`src/rtl/audio_nios_sysid_arbiter_pkg.sv`:
```
// Shared definitions for the two-master system-ID read arbiter:
// FSM state encodings and master index constants.
package audio_nios_sysid_arb_pkg;

    typedef enum logic [1:0] {
        IDLE   = 2'd0,
        ACCESS = 2'd1,
        RESP   = 2'd2
    } arb_state_e;

    localparam logic M0 = 1'b0;
    localparam logic M1 = 1'b1;

endpackage

```
`src/rtl/audio_nios_sysid_arbiter_if.sv`:
```
// Avalon-MM read-only master port bundle. The master modport is the
// requesting side (Qsys interconnect); the slave modport is the
// arbiter side that accepts commands and returns read data.
interface audio_nios_sysid_arbiter_if #(
    parameter int DATA_W = 32,
    parameter int ADDR_W = 1
);
    logic [ADDR_W-1:0] address;
    logic              read;
    logic              waitrequest;
    logic [DATA_W-1:0] readdata;
    logic              readdatavalid;

    modport master (
        output address,
        output read,
        input  waitrequest,
        input  readdata,
        input  readdatavalid
    );

    modport slave (
        input  address,
        input  read,
        output waitrequest,
        output readdata,
        output readdatavalid
    );
endinterface

```
`src/rtl/audio_nios_sysid_arbiter_rr_arb2.sv`:
```
// Combinational two-way round-robin pick. A lone requester always wins;
// on a tie the master that was not granted last is chosen.
module audio_nios_rr_arb2
    import audio_nios_sysid_arb_pkg::*;
(
    input  logic [1:0] req,
    input  logic       last_grant,
    output logic       grant,
    output logic       grant_valid
);

    // Pick the winner from the current requests and the previous grant
    always_comb begin
        grant_valid = |req;
        grant       = M0;
        if (req == 2'b11) begin
            grant = ~last_grant;
        end else if (req[1]) begin
            grant = M1;
        end
    end

endmodule

```
`src/rtl/audio_nios_sysid_arbiter.sv`:
```
// Two-master read arbiter in front of the combinational system-ID slave.
// One read is in flight at a time: IDLE accepts, ACCESS presents the
// latched address and captures the slave data, RESP returns it to the
// granted master as a one-cycle readdatavalid pulse.
module audio_nios_sysid_arbiter
    import audio_nios_sysid_arb_pkg::*;
#(
    parameter int   DATA_W     = 32,
    parameter int   ADDR_W     = 1,
    parameter logic RESET_LAST = 1'b1
) (
    input  logic                       clock,
    input  logic                       reset_n,
    audio_nios_sysid_arbiter_if.slave  m0,
    audio_nios_sysid_arbiter_if.slave  m1,
    output logic [ADDR_W-1:0]          s_address,
    input  logic [DATA_W-1:0]          s_readdata
);

    arb_state_e        state_q;
    arb_state_e        state_d;
    logic              grant_q;
    logic              last_grant_q;
    logic              grant;
    logic              grant_valid;
    logic              accept;
    logic [DATA_W-1:0] m0_data_q;
    logic [DATA_W-1:0] m1_data_q;

    audio_nios_rr_arb2 u_rr_arb2 (
        .req         ({m1.read, m0.read}),
        .last_grant  (last_grant_q),
        .grant       (grant),
        .grant_valid (grant_valid)
    );

    // A command is accepted only in IDLE, and never while reset is held
    assign accept = reset_n && (state_q == IDLE) && grant_valid;

    // Next-state logic and combinational handshake outputs
    always_comb begin
        state_d          = state_q;
        m0.waitrequest   = 1'b1;
        m1.waitrequest   = 1'b1;
        m0.readdatavalid = 1'b0;
        m1.readdatavalid = 1'b0;
        case (state_q)
            IDLE: begin
                if (accept) begin
                    state_d        = ACCESS;
                    m0.waitrequest = (grant != M0);
                    m1.waitrequest = (grant != M1);
                end
            end
            ACCESS: state_d = RESP;
            RESP: begin
                state_d          = IDLE;
                m0.readdatavalid = (grant_q == M0);
                m1.readdatavalid = (grant_q == M1);
            end
            default: state_d = IDLE;
        endcase
    end

    // Per-master response data holds its last value between reads
    assign m0.readdata = m0_data_q;
    assign m1.readdata = m1_data_q;

    // FSM state, grant bookkeeping and the registered slave address
    always_ff @(posedge clock or negedge reset_n) begin
        if (!reset_n) begin
            state_q      <= IDLE;
            grant_q      <= M0;
            last_grant_q <= RESET_LAST;
            s_address    <= '0;
        end else begin
            state_q <= state_d;
            if (accept) begin
                grant_q      <= grant;
                last_grant_q <= grant;
                s_address    <= (grant == M1) ? m1.address : m0.address;
            end
        end
    end

    // Capture slave data into the granted master's response register
    always_ff @(posedge clock or negedge reset_n) begin
        if (!reset_n) begin
            m0_data_q <= '0;
            m1_data_q <= '0;
        end else if (state_q == ACCESS) begin
            if (grant_q == M0) begin
                m0_data_q <= s_readdata;
            end else begin
                m1_data_q <= s_readdata;
            end
        end
    end

endmodule

```
`src/flat_wrapper.sv`:
```
// flat-port wrapper written by rule: the top's interface ports become plain ports
module audio_nios_sysid_arbiter_flat import audio_nios_sysid_arb_pkg::*;
#(
    parameter int   DATA_W     = 32,
    parameter int   ADDR_W     = 1,
    parameter logic RESET_LAST = 1'b1
)
  (clock, reset_n, s_address, s_readdata, m0_address, m0_read, m0_waitrequest, m0_readdata, m0_readdatavalid, m1_address, m1_read, m1_waitrequest, m1_readdata, m1_readdatavalid);
  audio_nios_sysid_arbiter_if #(.DATA_W(DATA_W), .ADDR_W(ADDR_W)) m0_i ();
  audio_nios_sysid_arbiter_if #(.DATA_W(DATA_W), .ADDR_W(ADDR_W)) m1_i ();
  input  logic clock;
  input  logic reset_n;
  output logic [ADDR_W-1:0] s_address;
  input  logic [DATA_W-1:0] s_readdata;
  input wire logic [$bits(m0_i.address)-1:0] m0_address;
  input wire logic [$bits(m0_i.read)-1:0] m0_read;
  output wire logic [$bits(m0_i.waitrequest)-1:0] m0_waitrequest;
  output wire logic [$bits(m0_i.readdata)-1:0] m0_readdata;
  output wire logic [$bits(m0_i.readdatavalid)-1:0] m0_readdatavalid;
  input wire logic [$bits(m1_i.address)-1:0] m1_address;
  input wire logic [$bits(m1_i.read)-1:0] m1_read;
  output wire logic [$bits(m1_i.waitrequest)-1:0] m1_waitrequest;
  output wire logic [$bits(m1_i.readdata)-1:0] m1_readdata;
  output wire logic [$bits(m1_i.readdatavalid)-1:0] m1_readdatavalid;
  assign m0_i.address = m0_address;
  assign m0_i.read = m0_read;
  assign m0_waitrequest = m0_i.waitrequest;
  assign m0_readdata = m0_i.readdata;
  assign m0_readdatavalid = m0_i.readdatavalid;
  assign m1_i.address = m1_address;
  assign m1_i.read = m1_read;
  assign m1_waitrequest = m1_i.waitrequest;
  assign m1_readdata = m1_i.readdata;
  assign m1_readdatavalid = m1_i.readdatavalid;
  audio_nios_sysid_arbiter #(.DATA_W(DATA_W), .ADDR_W(ADDR_W), .RESET_LAST(RESET_LAST)) u_core (.clock(clock), .reset_n(reset_n), .m0(m0_i), .m1(m1_i), .s_address(s_address), .s_readdata(s_readdata));
endmodule
```
`config.mk`:
```
export PLATFORM = sky130hd
export DESIGN_NAME = audio_nios_sysid_arbiter_flat
export DESIGN_NICKNAME = d
export VERILOG_FILES = /design/src/rtl/audio_nios_sysid_arbiter_pkg.sv /design/src/rtl/audio_nios_sysid_arbiter_if.sv /design/src/rtl/audio_nios_sysid_arbiter_rr_arb2.sv /design/src/rtl/audio_nios_sysid_arbiter.sv /design/src/flat_wrapper.sv
export SDC_FILE = /design/constraint.sdc
export NUM_CORES = 1
export LEC_CHECK = 0
export BUFFER_PORTS_ARGS = -buffer_cell sky130_fd_sc_hd__clkbuf_2
export CAP_MARGIN = 20
export CORE_UTILIZATION = 45
export CTS_CLUSTER_SIZE = 30
export DETAILED_ROUTE_END_ITERATION = 6
export PLACE_DENSITY_LB_ADDON = 0.3
export SLEW_MARGIN = 20
export SYNTH_ARGS = -nofsm -noshare
export SYNTH_HDL_FRONTEND = slang
export SYNTH_SLANG_ARGS = --single-unit
export TNS_END_PERCENT = 100
```
`constraint.sdc`:
```
create_clock -name clock -period 3.2 [get_ports clock]
set_input_delay 0.32 -clock clock [delete_from_list [all_inputs] [get_ports clock]]
set_output_delay 0.32 -clock clock [all_outputs]
set_load 0.01 [all_outputs]
```
==> results.json <==
{
  "relSlewSlack": 0.391,
  "synthSimpleGateAreaFrac": 0.0295,
  "synth_edf_count": 0,
  "crit_start": "u_core.state_q[0]",
  "synthesis.area_sq_um": 2630,
  "rsz0062_at_grt": "no",
  "synthAdderAreaFrac": 0,
  "fmax_mhz": 526,
  "design.core.area_sq_um": 5570,
  "synth_top_cell_area_share": 0.647,
  "cts-htree-levels": 3,
  "place_area_sq_um": 3230,
  "fin_crit_sh": 0.594,
  "power_leakage_nw": 1.70,
  "yosys-top-cells-count": "dfrtp_1 (68), mux2_1 (32), mux2_2 (32)",
  "wl_per_cell_um": 13.9,
  "utilization": 0.620,
  "start_util": 0.472,
  "fillCellCount": 447,
  "grt-ovfl-total": 0,
  "yosysSeqAreaShare": 0.657,
  "drt_iter0_markers": 34,
  "antenna_found_initial": 0,
  "setup_slack_ns": 1.30,
  "diodes": 0,
  "crit-reg2reg-launch": "u_core.state_q[0]",
  "ctsLongestPathBuffers": 2,
  "p_comb_frac": 0.327,
  "ctsHoldBuffers": 0,
  "min_path_type": "input port to asynchronous set/reset pin",
  "area_delta_synth_final_pct": 31.2,
  "path_clk_slew_ns": 0.07,
  "setup_viol_count_final": 0,
  "io_buffers": 106,
  "clkPwrFrac": 0.228,
  "wl_mm": 4.85,
  "synthMuxAreaShare": 0.274,
  "p_switching_mw": 1.05,
  "tns_ns": 0,
  "track_usage": 0.168,
  "postSynthAreaPerCell_sq_um": 16.5,
  "fin_crit_ns": 1.90,
  "cp_max_fo": 32,
  "ys_ff_latch": 69,
  "synth_top_cell_by_area": "dfrtp_1",
  "ys_warn_count": 0,
  "p_sw_frac": 0.308,
  "total_power_mw": 3.41,
  "skew_ns": 0.00498,
  "multi_input_area_sq_um": 853,
  "hpwl_mm": 3.46,
  "drc": 0,
  "design_area_sq_um": 3450,
  "clk_latency_ns": 0.32,
  "fin_hold_ws_ns": 0.204,
  "cap_violations": 0,
  "seqPwrFrac": 0.445,
  "synth_most_common_cell": "dfrtp_1",
  "tritoncts": "built",
  "ys_top_cells_by_area": "dfrtp_1 (65%), mux2_1 (14%), mux2_2 (14%)",
  "ys_types": 21,
  "firstDrtPassIters": 4,
  "grt_pass1_wl_mm": 7.76,
  "die_area_sq_um": 6160,
  "cts_setup_buffers": 0,
  "post_drt_via_cell_ratio": 4.73,
  "cp-start-kind": "flip-flop",
  "crit_type": "flip-flop to flip-flop",
  "tightest_slew_ns": 0.912,
  "seq_area_sq_um": 1730,
  "synthFlopType": "dfrtp_1",
  "synth_top_family_by_area": "multiplexers",
  "rows": 27,
  "critPathCaptureType": "flip-flop",
  "cp.required_ns": 3.41,
  "syn_nets": 197,
  "cts_resized": 0,
  "synth-compound-area-share": 0.0181,
  "grt_pass1_vias": 1638,
  "cts_sinks": 69,
  "drive_gt1_frac": 0.581,
  "cts_buffers": 9,
  "syn_inst": 159,
  "finalNonFillerCells": 349,
  "num_vias": 1652,
  "hold_viol_final": 0,
  "cp_data_arrival_time_ns": 2.11,
  "intPower_mw": 2.36,
  "detailedPlace.worstSlack_ns": 1.28,
  "ir_worst_vdd_uv": 468,
  "gp_congestion": 0.734,
  "die_x_um": 78.5,
  "cts_root_buffer": "clkbuf_8",
  "grt_max_degree": 70,
  "dp.cells": 333,
  "outcome": "finished, final reports clean",
  "synth-xor-area-share": 0,
  "power.density_nw_per_um2": 988,
  "synthArstFlopShare": 1.00,
  "chipHeight_um": 78.5,
  "ant_nets": 0,
  "nets": 310,
  "drv_slew": 0,
  "ioPinCount": 107
}
power groups by stage:
stage	combinational (mW)	sequential (mW)	clock [mW]
2_1_floorplan	0.400	1.72	0
4_1_cts	1.14	1.52	0.803
5_1_grt	1.22	1.57	0.840
3_5_place_dp	1.14	1.54	0
6_report	1.12	1.52	0.777
3_3_place_gp	1.11	1.52	0
layout make-up:
cell class                      instances  share of cell area
Inverter                                1             0.00109
Multi-Input combinational cell         82               0.247
Clock buffer                           12              0.0449
Sequential cell                        69               0.500
Tap cell                               72              0.0261
Timing Repair Buffer                  109               0.160
Clock inverter                          4              0.0203
sequential cells by signal (all words and copies together) (netlist names):
signal and cells:
u_core.m1.readdata 32, u_core.last_grant_q 1, u_core.m0.readdata 32, u_core.state_q 2, u_core.grant_q 1, u_core.s_address 1
per-layer routing:
metal / routed length [um] / part of all wire / track usage
met2: 2160 / 0.44 / 0.249
met4: 55 / 0.011 / 0.0870
met3: 398 / 0.082 / 0.0581
met5: 0 / 0 / 0
met1: 2240 / 0.46 / 0.219
cell families after synthesis:
group                  count (synthesis)
flip-flops                            69
multiplexers                          64
AND/OR/NAND/NOR                       12
buffers and inverters                  8
AO/OA/AOI/OAI                          6
final timing paths:
path | to | slack [ns] | cells after the start
worst max-delay path | u_core.m0.readdata[31] | 1.30 | 3
worst min-delay path | u_core.m0.readdata[11] | 0.20 | 2
worst max register to register | u_core.m0.readdata[31] | 1.30 | 3
worst min register to register | u_core.m0.readdata[22] | 0.49 | 1
max in group asynchronous | u_core.m1.readdata[28] | 2.46 | 2
min in group clock | u_core.last_grant_q | 0.22 | 2
cells in the final DEF (no fill, tap or decap):
cell type,n
clkbuf_2,105
a31oi_1,1
buf_2,1
clkbuf_1,1
a2bb2oi_1,1
bufinv_16,2
dfrtp_1,68
nor3b_1,1
mux2_2,32
nor3b_2,1
inv_1,1
nor2b_4,1
clkbuf_8,11
clkinv_2,2
nor2b_1,1
a32o_1,1
nor2b_2,1
mux2_1,32
buf_4,3
a21bo_2,1
and3b_1,1
nand2b_1,1
nand2_1,3
nand3_1,2
dfstp_2,1
a21oi_1,1
o21a_1,1
critical path: stages (launching register included):
cell and delay (ns):
dfrtp_1 0.39, nor2b_2 0.20, nor2b_4 0.77, mux2_2 0.41
(Power assumes the default switching activity.)
